--- src/rtl/clock_divider_pkg.sv ---
// Shared constants and helpers for the multi-channel clock divider.
package clock_divider_pkg;

    localparam int DIV_W_DEF     = 8;
    localparam int RESET_DIV_DEF = 2;

    // Channel-select width; a single channel still needs a 1-bit select port.
    function automatic int ch_w(input int num_ch);
        return (num_ch <= 1) ? 1 : $clog2(num_ch);
    endfunction

endpackage

--- src/rtl/clock_divider_ch.sv ---
// One divider channel: shadow/active divisor, phase counter and registered outputs.
module clock_divider_ch
    import clock_divider_pkg::*;
#(
    parameter int DIV_W     = DIV_W_DEF,
    parameter int RESET_DIV = RESET_DIV_DEF
) (
    input  logic             clk,
    input  logic             rst_n,
    input  logic             ena,
    input  logic             wr_en,
    input  logic [DIV_W-1:0] wr_div,
    input  logic             sync,
    output logic             clk_out,
    output logic             tick,
    output logic             pending
);

    logic [DIV_W-1:0] shadow;
    logic [DIV_W-1:0] active;
    logic [DIV_W-1:0] cnt;
    logic [DIV_W-1:0] eff;
    logic [DIV_W-1:0] half;
    logic             enabled;
    logic             boundary;

    always_comb begin
        enabled  = (active != '0);
        eff      = (active == DIV_W'(1)) ? DIV_W'(2) : active;
        half     = eff >> 1;
        // A disabled channel sits permanently at a period boundary.
        boundary = sync || !enabled || (cnt == eff - DIV_W'(1));
    end

    always_ff @(posedge clk or negedge rst_n) begin
        if (!rst_n) begin
            shadow  <= DIV_W'(RESET_DIV);
            active  <= DIV_W'(RESET_DIV);
            cnt     <= '0;
            clk_out <= 1'b0;
            tick    <= 1'b0;
            pending <= 1'b0;
        end else if (ena) begin
            clk_out <= enabled && (cnt < half);
            tick    <= enabled && (cnt == '0);
            if (boundary) begin
                cnt <= '0;
                if (pending) begin
                    active  <= shadow;
                    pending <= 1'b0;
                end
            end else begin
                cnt <= cnt + DIV_W'(1);
            end
            // A write in a boundary cycle only arms the shadow; it applies next boundary.
            if (wr_en) begin
                shadow  <= wr_div;
                pending <= 1'b1;
            end
        end
    end

endmodule

--- src/rtl/clock_divider_mc.sv ---
// Multi-channel programmable clock divider: decodes config writes into per-channel strobes.
module clock_divider_mc
    import clock_divider_pkg::*;
#(
    parameter int  NUM_CH    = 4,
    parameter int  DIV_W     = DIV_W_DEF,
    parameter int  RESET_DIV = RESET_DIV_DEF,
    localparam int CH_W      = ch_w(NUM_CH)
) (
    input  logic              clk,
    input  logic              rst_n,
    input  logic              ena,
    input  logic              cfg_we,
    input  logic [CH_W-1:0]   cfg_ch,
    input  logic [DIV_W-1:0]  cfg_div,
    input  logic              sync,
    output logic [NUM_CH-1:0] clk_out,
    output logic [NUM_CH-1:0] tick,
    output logic [NUM_CH-1:0] pending
);

    logic [NUM_CH-1:0] wr_en;

    generate
        for (genvar i = 0; i < NUM_CH; i++) begin : g_ch
            // Selects beyond NUM_CH match no channel and are dropped.
            assign wr_en[i] = cfg_we && (cfg_ch == CH_W'(i));

            clock_divider_ch #(
                .DIV_W     (DIV_W),
                .RESET_DIV (RESET_DIV)
            ) u_ch (
                .clk     (clk),
                .rst_n   (rst_n),
                .ena     (ena),
                .wr_en   (wr_en[i]),
                .wr_div  (cfg_div),
                .sync    (sync),
                .clk_out (clk_out[i]),
                .tick    (tick[i]),
                .pending (pending[i])
            );
        end
    endgenerate

endmodule
--- config.mk ---
export PLATFORM = sky130hd
export DESIGN_NAME = clock_divider_mc
export DESIGN_NICKNAME = d
export VERILOG_FILES = /design/src/rtl/clock_divider_pkg.sv /design/src/rtl/clock_divider_ch.sv /design/src/rtl/clock_divider_mc.sv
export SDC_FILE = /design/constraint.sdc
export NUM_CORES = 1
export LEC_CHECK = 0
export BUFFER_PORTS_ARGS = -buffer_cell sky130_fd_sc_hd__clkbuf_2
export CAP_MARGIN = 0
export CORE_MARGIN = 2
export CORE_UTILIZATION = 40
export DETAILED_ROUTE_END_ITERATION = 7
export MAX_ROUTING_LAYER = met4
export PLACE_DENSITY = 0.59
export SETUP_SLACK_MARGIN = 0.5
export SYNTH_ARGS = -nofsm -noshare
export SYNTH_HDL_FRONTEND = slang
export SYNTH_SLANG_ARGS = --single-unit
--- constraint.sdc ---
create_clock -name clk -period 2.8 [get_ports clk]
set_clock_uncertainty 0.05 [all_clocks]
set_input_delay 0 -clock clk [delete_from_list [all_inputs] [get_ports clk]]
set_output_delay 0 -clock clk [all_outputs]
set_load 0.05 [all_outputs]
==> run_results.csv, run 1 <==
group,metric,value,unit
run_status,status,"finished, final reports clean",
global_route,grt_pass1_vias,5072,
worst_setup_path,crit_slowest_cell,"or4_4",
routing,topRoutingLayerUsed,"met4",
routing,wl,15.88,mm
routing,ant_nets,0,
routing,detailroute.via_count,5083,
synth,synth_nets,686,
place,io_buffers,26,
global_route,grt_usage,0.1890,
synth,synth_top_area_cell,"dfrtp_1",
worst_setup_path,critPathKind,"flop to flop",
clocking,cts_max_level,3,
worst_setup_path,worstSetupEndpointType,"flop",
floorplan,start_util,0.4086,
synth,netlist_top_cells_area,"dfrtp_1 39%, mux2_2 11%, ha_1 8.5%",
final_layout,drive_above_1_share,0.3834,
job,max-cap-violations,0,
timing,setup_violations,0,
worst_setup_path,path_max_fanout,8,
min_path,hp-class,"input pin to flop",
routing,drt_iter0_drc,219,
synth,synth_top_family_by_area,"simple AND/OR/NAND/NOR gates",
timing,fmax,0.3615,GHz
final_layout,fin_nets,766,
global_route,antenna_found_initial,0,
clocking,cts_sinks,108,
worst_setup_path,critPathRequiredTime,3.00,ns
synth,ys_ff_latch,108,
synth,synth_warnings,0,
floorplan,core_area,0.01589,sq mm
floorplan,rows,46,
worst_setup_path,path_cells,"or4_4 -> a2111oi_4 -> xnor2_1 -> nand3_1 -> a221o_1 -> o41ai_4 -> buf_6 -> mux2_2",
synth,synthMuxAreaShare,0.1157,
routing,drt-pass1-iter-count,4,
synth,syn_area,0.006491,sq mm
worst_setup_path,critical_path_arrival,2.96,ns
synth,synthSimpleGateAreaFrac,0.1390,
floorplan,io_pins,27,
routing,post-route-drc-count,0,
synth,synth_fa_ha_area_frac,0.08481,
timing,post-route-period-util,0.9879,
power,power,7310,uW
routing,viasPerCell,5.477,
synth,synth_compound_area_frac,0.1224,
synth,synthFlopType,"dfrtp_1",
clocking,clockBufferDepth,2,
timing,slew_headroom,0.2672,
timing,rsz0062_at_grt,"true",
synth,ys_types,60,
place,dp_cells,869,
final_layout,syn_to_final_growth,29.24,%
synth,post_synth.cell_area_avg,10.35,sq um
clocking,cts_buffers,9,
place,hpwl,10.81,mm
timing,hold_viol_final,0,
floorplan,die_y,131.4,um
synth,synth-xor-area-share,0.06342,
timing,finalMaxSlewViolations,0,
routing,wl_met2,7.704,mm
worst_setup_path,start_kind,"flop",
final_layout,nFillCells,1401,
routing,wl_met3,411,um
global_route,grt_pass1_wl,25.65,mm
clocking,cts_tree,"built",
final_layout,antennaDiodeCount,0,
synth,synth_common_cells,"100 x dfrtp_1, 64 x mux2_2, 59 x inv_1",
floorplan,die_w,131.4,um
clocking,clockRootBuffer,"clkbuf_16",
floorplan,die-area,0.01726,sq mm
global_route,grt_start_max_net_pins,72,
synth,syn_inst,627,
timing,fin_crit,2.766,ns
synth,synth_top_area_frac,0.3855,
synth,synthArstFlopShare,1.000,
global_route,grt_overflow,0,
routing,wl_met1,7.551,mm
worst_setup_path,cp_slowest_stage_delay,0.58,ns
power,vdd.ir_drop.worst,0.5004,mV
synth,synth_edf_count,0,
routing,wl_per_cell,17.11,um
timing,tightest_slew,1.095,ns
place,place_congestion,0.9255,
power,p_per_area,871.3,mW/mm^2
final_layout,stdcell_count,928,
clocking,clk_latency,0.36,ns
clocking,clk_pin_slew_worst_paths,0.08,ns
power,cellLeakagePower,0.003643,uW
synth,ys_seq_area_frac,0.4179,
synth,synth.most_common_cell,"dfrtp_1",
## per-layer routing
layer / vias to the layer above / global-route usage
met1: 2587 / 0.2452
li1: 2413 / -
met4: 0 / 0.04891
met3: 18 / 0.03627
met2: 65 / 0.3058
met5: - / -
## stage by stage
stage,cell area [sq um],setup WS (ns),utilization,hold WS [ns],TNS (ns)
after floorplan,6680,-0.03464,-,-0.3456,-0.2425
after global placement,7154,0.05958,0.4504,-0.03825,0
after detailed placement,7154,-0.01844,0.4504,-0.02535,-0.06758
after CTS,7840,0.04379,0.4935,0.08018,0
after global routing,8389,-0.07780,0.5281,0.06872,-0.4948
final,8389,0.03392,0.5281,0.06690,0
## cell usage in the layout (no fill, tap or decap), drive strengths merged, types with 5 or more instances in the layout
cell	count
dfrtp	100
inv	64
mux2	64
buf	62
ha	44
clkbuf	34
xnor2	30
nand2	29
nand3	27
a21oi	26
nor2	23
nor3	18
xor2	17
o21ai	15
nor4	15
a21o	9
dlygate4sd3	9
or3	9
dfstp	8
o22ai	8
o211ai	7
nand4	6
and3	6
a31oi	6
nor3b	6
nand4b	5
o21a	5
o31ai	5
## path summary, 6_finish.rpt
check	startpoint	to	slack (ns)	depth (start not counted)
worst max-delay path	g_ch[2].u_ch.active[4]	g_ch[2].u_ch.active[4]	0.03	8
worst min-delay path	sync	g_ch[1].u_ch.cnt[5]	0.07	4
max in group asynchronous	rst_n	g_ch[3].u_ch.active[1]	1.80	3
min in group asynchronous	rst_n	g_ch[1].u_ch.cnt[6]	0.11	2
worst min register to register	g_ch[3].u_ch.clk_out	g_ch[3].u_ch.clk_out	0.44	1
worst max register to register	g_ch[2].u_ch.active[4]	g_ch[2].u_ch.active[4]	0.03	8
## power breakdown
group	leakage, uW	internal (uW)	switching (uW)
Combinational	0.00216	1770	1740
Clock	0.000145	627	649
Sequential	0.00133	2000	520
Total	0.00364	4400	2910
## logic make-up after synthesis
group                    after synthesis
buffers and inverters                 86
multiplexers                          67
XOR/XNOR                              47
AO/OA/AOI/OAI                        112
flip-flops                           108
AND/OR/NAND/NOR                      163
adder cells (fa/ha/maj)               44
## flip-flops by register name, summed over array words and instances, names as in the netlist
signal,count
g_ch.u_ch.active,32
g_ch.u_ch.clk_out,4
g_ch.u_ch.cnt,32
g_ch.u_ch.pending,4
g_ch.u_ch.shadow,32
g_ch.u_ch.tick,4
## area by class of cell
type / count / area, sq um / area share
multi-input combinational: 433 / 4093 / 0.4878
sequential: 108 / 2721 / 0.3244
timing repair buffer: 96 / 790.8 / 0.09426
tap: 216 / 270.3 / 0.03221
inverter: 59 / 226.5 / 0.02699
clock buffer: 9 / 225.2 / 0.02685
clock inverter: 7 / 62.56 / 0.007457
## repair_timing
action,CTS,global route
endpoints found under the hold margin,69,0
endpoints found under the setup margin,62,69
buffers inserted,18,15
hold buffers,9,0
gates cloned,1,0
resized for setup,40,94
pin swaps,28,43
## critical path: cells and delay by family (launching register included)
kind            cells  cell delay [ns]
compound gates      3             0.85
mux                 1             0.34
flops               1             0.38
xor+xnor            1             0.16
simple gates        2             0.67
buf+inv             1             0.19
(Power assumes the default switching activity.)
==> run 2: changes to the inputs <==
--- a/config.mk
+++ b/config.mk
@@ -7,11 +7,14 @@
 export LEC_CHECK = 0
 export BUFFER_PORTS_ARGS = -buffer_cell sky130_fd_sc_hd__clkbuf_2
 export CAP_MARGIN = 0
+export CELL_PAD_IN_SITES_DETAIL_PLACEMENT = 0
+export CELL_PAD_IN_SITES_GLOBAL_PLACEMENT = 1
 export CORE_MARGIN = 2
 export CORE_UTILIZATION = 40
+export CTS_BUF_LIST = sky130_fd_sc_hd__clkbuf_2
 export DETAILED_ROUTE_END_ITERATION = 7
 export MAX_ROUTING_LAYER = met4
-export PLACE_DENSITY = 0.59
+export PLACE_DENSITY = 0.7
 export SETUP_SLACK_MARGIN = 0.5
 export SYNTH_ARGS = -nofsm -noshare
 export SYNTH_HDL_FRONTEND = slang
==> constraint.sdc (replaced) <==
create_clock -name clk -period 2.8 [get_ports clk]
set_clock_uncertainty 0.05 [all_clocks]
set_input_delay 0.14 -clock clk [delete_from_list [all_inputs] [get_ports clk]]
set_output_delay 0.14 -clock clk [all_outputs]
set_load 0.05 [all_outputs]
==> run 2 against run 1 <==
Final area increased by 0.28%. Via count rose by 2.2%. Global-route usage increased by 0.37 points. Count of clock-buffer cells in the layout unchanged. Register-to-register slack worse by 0.03 ns. Critical path type unchanged. Largest cell class unchanged. Largest power group unchanged.
==> run_results.csv, run 2 (synthesis gave the netlist of run 1 again) <==
group,metric,value,unit
clocking,clk_pin_slew_worst_paths,0.34,ns
worst_setup_path,path_cells,"or4_4 -> nor4b_4 -> nor3_1 -> xnor2_1 -> nand2_1 -> o41ai_4 -> buf_6 -> mux2_2",
timing,hold_viol_final,0,
floorplan,rows,46,
timing,fin_crit,2.797,ns
worst_setup_path,worstSetupEndpointType,"flop",
final_layout,syn_to_final_growth,29.61,%
floorplan,die-area,0.01726,sq mm
worst_setup_path,start_kind,"flop",
clocking,cts_sinks,108,
floorplan,start_util,0.4086,
final_layout,final_cell_mix,"92 x dfrtp_1, 57 x buf_4, 56 x inv_1",
timing,setup_violations,0,
worst_setup_path,critical_path_arrival,3.34,ns
timing,tightest_slew,0.5407,ns
final_layout,top_regs,"g_ch.u_ch.active: 32 flops, g_ch.u_ch.cnt: 32 flops, g_ch.u_ch.shadow: 32 flops",
floorplan,io_pins,27,
routing,ant_nets,0,
timing,slew_headroom,0.6376,
worst_setup_path,cp_slowest_stage_delay,0.58,ns
power,p_per_area,827.4,mW/mm^2
clocking,clk_latency,0.66,ns
worst_setup_path,rr_worst_depth,8,
power,vdd.ir_drop.worst,0.4743,mV
place,dp_cells,873,
place,dpl_worst_slack,-0.03085,ns
final_layout,fin_nets,791,
worst_setup_path,path_max_fanout,8,
job,max-cap-violations,0,
timing,setup_ws,0.003209,ns
global_route,grt_pass1_wl,26.06,mm
routing,wl,16.45,mm
worst_setup_path,critPathRequiredTime,3.34,ns
clocking,clockRootBuffer,"clkbuf_2",
routing,wl_per_cell,17.27,um
clocking,clockBufferDepth,2,
routing,post-route-drc-count,0,
timing,finalSetupTns,0,ns
worst_setup_path,crit_slowest_cell,"or4_4",
global_route,antenna_found_initial,0,
global_route,grt_overflow,0,
final_layout,drive_above_1_share,0.3853,
worst_setup_path,critPathKind,"flop to flop",
place,io_buffers,26,
global_route,grt_usage,0.1927,
min_path,whs_path_depth,3,
floorplan,die_y,131.4,um
place,hpwl,10.84,mm
power,cellLeakagePower,0.003698,uW
run_status,status,"finished, final reports clean",
floorplan,core_area,0.01589,sq mm
final_layout,antennaDiodeCount,0,
clocking,cts_buffers,9,
timing,fmax,0.3576,GHz
timing,whs,0.2653,ns
timing,post-route-period-util,0.9989,
min_path,hp-class,"input pin to flop",
global_route,grt_start_max_net_pins,57,
routing,drt_iter0_drc,318,
global_route,grt_pass1_vias,5136,
timing,finalMaxSlewViolations,0,
final_layout,final_util,0.5296,
timing,rsz0062_at_grt,"true",
routing,drt-pass1-iter-count,4,
final_layout,final_common_cell,"dfrtp_1",
clocking,cts_max_level,3,
final_layout,stdcell_count,953,
routing,detailroute.via_count,5193,
floorplan,die_w,131.4,um
clocking,cts_tree,"built",
place,place_congestion,0.9119,
routing,viasPerCell,5.449,
run 2: changes by cell type in the layout (fill, tap and decap cells not counted), moves of 4 or more:
cell           delta
clkbuf_2          +9
nor3_1            +4
dlygate4sd3_1     +7
buf_4            +15
clkbuf_16         -9
nor2_2            -4
run 2: area by class of cell:
cell class                      instances  area [sq um]
Sequential cell                       108          2723
Clock buffer                            9         45.04
Timing Repair Buffer                  121          1010
Fill cell                            1412          7472
Tap cell                              216         270.3
Clock inverter                          7         67.56
Multi-Input combinational cell        433          4069
Inverter                               59         229.0
run 2: power by group:
group	switching [uW]	internal [uW]	total (uW)
combinational	1810	1910	3720
clock	589	141	731
sequential	509	2000	2510
total	2910	4050	6960
run 2: what timing repair did:
action / in CTS / in global routing
gates resized for setup: 61 / 74
setup buffers: 28 / 19
hold endpoints to repair: 154 / 0
hold buffers: 17 / 0
endpoints found under the setup margin: 69 / 68
pin swaps: 29 / 33
run 2: path summary, 6_finish.rpt:
check / endpoint / slack [ns] / startpoint
worst max register to register: g_ch[2].u_ch.active[5] / 0.003 / g_ch[2].u_ch.active[4]
worst min-delay path: g_ch[1].u_ch.shadow[3] / 0.27 / cfg_div[3]
min in group asynchronous: g_ch[1].u_ch.active[1] / 0.47 / rst_n
max in group asynchronous: g_ch[3].u_ch.active[1] / 1.82 / rst_n
worst min register to register: g_ch[3].u_ch.clk_out / 0.48 / g_ch[3].u_ch.clk_out
worst max-delay path: g_ch[2].u_ch.active[5] / 0.003 / g_ch[2].u_ch.active[4]
run 2: metrics by stage:
stage | power (uW) | area [sq um]
floorplan | 4581 | 6680
global placement | 5209 | 7159
detailed placement | 5288 | 7159
CTS | 6538 | 7914
global route | 7461 | 8413
finish | 6961 | 8413
run 2: critical path: cells and delay by family, from the launching register on:
kind	cells	cell delay, ns
mux	1	0.34
xor+xnor	1	0.16
buf+inv	1	0.18
compound gates	1	0.32
flops	1	0.45
simple gates	4	1.23
run 2: layer usage:
layer | global-route usage | part of all wire | vias up
li1 | - | - | 2461
met4 | 0.06341 | 0.020 | 0
met3 | 0.03241 | 0.027 | 31
met1 | 0.2428 | 0.46 | 2620
met5 | - | 0 | -
met2 | 0.3175 | 0.50 | 81
==> run 3: changes to the inputs <==
--- a/config.mk
+++ b/config.mk
@@ -14,7 +14,7 @@
 export CTS_BUF_LIST = sky130_fd_sc_hd__clkbuf_2
 export DETAILED_ROUTE_END_ITERATION = 7
 export MAX_ROUTING_LAYER = met4
-export PLACE_DENSITY = 0.7
+export PLACE_DENSITY = 0.72
 export SETUP_SLACK_MARGIN = 0.5
 export SYNTH_ARGS = -nofsm -noshare
 export SYNTH_HDL_FRONTEND = slang
==> constraint.sdc (replaced) <==
create_clock -name clk -period 2.8 [get_ports clk]
set_clock_uncertainty 0.05 [all_clocks]
set_input_delay 0.56 -clock clk [delete_from_list [all_inputs] [get_ports clk]]
set_output_delay 0.56 -clock clk [all_outputs]
set_load 0.05 [all_outputs]
==> run 3 against run 2 <==
The run now ends with negative setup slack left. Total power shrank 1.4%. First-iteration DRC count down 38%. Sequential power is essentially flat. Highest routed layer unchanged. Register-to-register slack worse by 0.03 ns. Non-clock buffer count decreased by 27. Cell count decreased by 2.7%. Combinational power is 2% lower. Via count decreased by 2.9%. Critical path type unchanged. Global-route usage is 0.32 points lower. Hold slack worse by 0.11 ns. Largest cell class unchanged. Core utilization fell by 1.7 points.
==> run_results.csv, run 3 (synthesis gave the netlist of run 1 again) <==
group,metric,value,unit
floorplan,core_area,0.01589,sq mm
place,post_dp_cell_area,0.007154,sq mm
final_layout,top_regs,"g_ch.u_ch.active: 32 flops, g_ch.u_ch.cnt: 32 flops, g_ch.u_ch.shadow: 32 flops",
routing,viasPerCell,5.439,
floorplan,die_w,131.4,um
final_layout,multi_input_area,0.004059,sq mm
timing,tightest_slew,0.8929,ns
worst_setup_path,start_kind,"flop",
routing,drt_iter0_drc,197,
worst_setup_path,critPathRequiredTime,3.30,ns
timing,hold_viol_final,0,
clocking,cts_sinks,108,
routing,wl_per_cell,17.18,um
clocking,cts_max_level,3,
final_layout,final_common_cell,"dfrtp_1",
run_status,status,"complete, but fails checks",
min_path,hp-class,"input pin to flop",
place,place_congestion,0.9045,
floorplan,die-area,0.01726,sq mm
global_route,grt_overflow,0,
timing,setup_ws,-0.02376,ns
worst_setup_path,path_cells,"or4_4 -> nor4b_4 -> nor3_2 -> xnor2_1 -> nand2_1 -> o41ai_4 -> buf_6 -> mux2_2",
power,vdd.ir_drop.worst,0.5074,mV
worst_setup_path,path_max_fanout,8,
routing,drt-pass1-iter-count,4,
global_route,grt_pass1_wl,25.76,mm
floorplan,die_y,131.4,um
place,dpl_worst_slack,-0.01867,ns
clocking,cts_tree,"built",
timing,setup_violations,5,
timing,fin_crit,2.824,ns
global_route,antenna_found_initial,1,
timing,finalMaxSlewViolations,0,
place,dp_cells,869,
clocking,clk_pin_slew_worst_paths,0.32,ns
final_layout,syn_to_final_growth,25.50,%
worst_setup_path,cp_slowest_stage_delay,0.59,ns
worst_setup_path,worstSetupEndpointType,"flop",
global_route,grt_start_max_net_pins,60,
routing,ant_nets,0,
final_layout,nFillCells,1481,
timing,slew_headroom,0.4025,
worst_setup_path,critical_path_arrival,3.32,ns
final_layout,stdcell_area,0.008147,sq mm
timing,post-route-period-util,1.008,
timing,rsz0062_at_grt,"true",
power,p_per_area,842.5,mW/mm^2
clocking,clk_latency,0.64,ns
job,max-cap-violations,0,
clocking,cts_buffers,9,
power,cellLeakagePower,0.003557,uW
final_layout,fin_nets,764,
final_layout,final_util,0.5128,
worst_setup_path,crit_slowest_cell,"or4_4",
worst_setup_path,reg2reg_slack,-0.02,ns
timing,fmax,0.3541,GHz
global_route,grt_usage,0.1895,
global_route,grt_pass1_vias,5092,
final_layout,stdcell_count,927,
clocking,clockRootBuffer,"clkbuf_2",
run_status,violations,"negative setup slack",
floorplan,start_util,0.4086,
place,hpwl,10.73,mm
final_layout,drive_above_1_share,0.3901,
floorplan,rows,46,
final_layout,final_cell_mix,"92 x dfrtp_1, 56 x inv_1, 47 x buf_4",
place,io_buffers,26,
worst_setup_path,critPathKind,"flop to flop",
routing,post-route-drc-count,0,
final_layout,seqCellArea,0.002723,sq mm
routing,detailroute.via_count,5042,
clocking,clockBufferDepth,2,
routing,wl,15.93,mm
floorplan,io_pins,27,
## run 3: timing repair
action                                 4_1_cts  5_1_grt
hold buffers                                 1        0
pin swaps                                   34       27
endpoints found under the hold margin       45        0
setup buffers                               21       18
cloned                                       0        1
setup endpoints to repair                   69       69
resized for setup                           56       75
## run 3: final timing paths
| kind | end | cells after the start | startpoint |
|---|---|---|---|
| worst max-delay path | g_ch[2].u_ch.active[2] | 8 | g_ch[2].u_ch.active[5] |
| worst min-delay path | g_ch[0].u_ch.shadow[3] | 2 | cfg_div[3] |
| worst max register to register | g_ch[2].u_ch.active[2] | 8 | g_ch[2].u_ch.active[5] |
| worst min register to register | g_ch[1].u_ch.active[6] | 1 | g_ch[1].u_ch.shadow[6] |
| max in group asynchronous | g_ch[0].u_ch.active[1] | 3 | rst_n |
| min in group asynchronous | g_ch[3].u_ch.cnt[5] | 2 | rst_n |
## run 3: cell type report
class | instances | share of cell area
clock inverter | 7 | 0.007526
clock buffer | 9 | 0.005529
sequential | 108 | 0.3342
timing repair buffer | 94 | 0.09323
antenna | 1 | 0.0003072
tap | 216 | 0.03317
multi-input combinational | 433 | 0.4982
inverter | 59 | 0.02780
## run 3: where the power goes
group / switching (uW) / internal, uW / total [uW]
clock network: 561 / 132 / 693
logic: 1790 / 1860 / 3650
registers: 516 / 2000 / 2520
total: 2870 / 3990 / 6860
## run 3: through the flow
step / power (uW) / TNS, ns / hold slack (ns)
floorplan: 4581 / -0.2425 / 0.2144
global placement: 5211 / 0 / 0.4202
detailed placement: 5299 / -0.08760 / 0.4235
CTS: 6396 / 0 / 0.1009
global route: 7372 / -0.9547 / 0.07547
finish: 6863 / -0.09338 / 0.1542
## run 3: per-layer routing
metal / share of wire / global-route usage / up-vias
met5: 0 / - / -
met4: 0.017 / 0.04952 / 0
met3: 0.035 / 0.04051 / 28
met2: 0.49 / 0.3073 / 85
met1: 0.46 / 0.2425 / 2518
li1: - / - / 2411
## run 3: critical path, delay by kind of cell, from the launching register on
family,cells,cell delay (ns)
multiplexers,1,0.34
AO/OA/AOI/OAI,1,0.31
AND/OR/NAND/NOR,4,1.21
XOR/XNOR,1,0.21
flip-flops,1,0.45
buffers and inverters,1,0.19
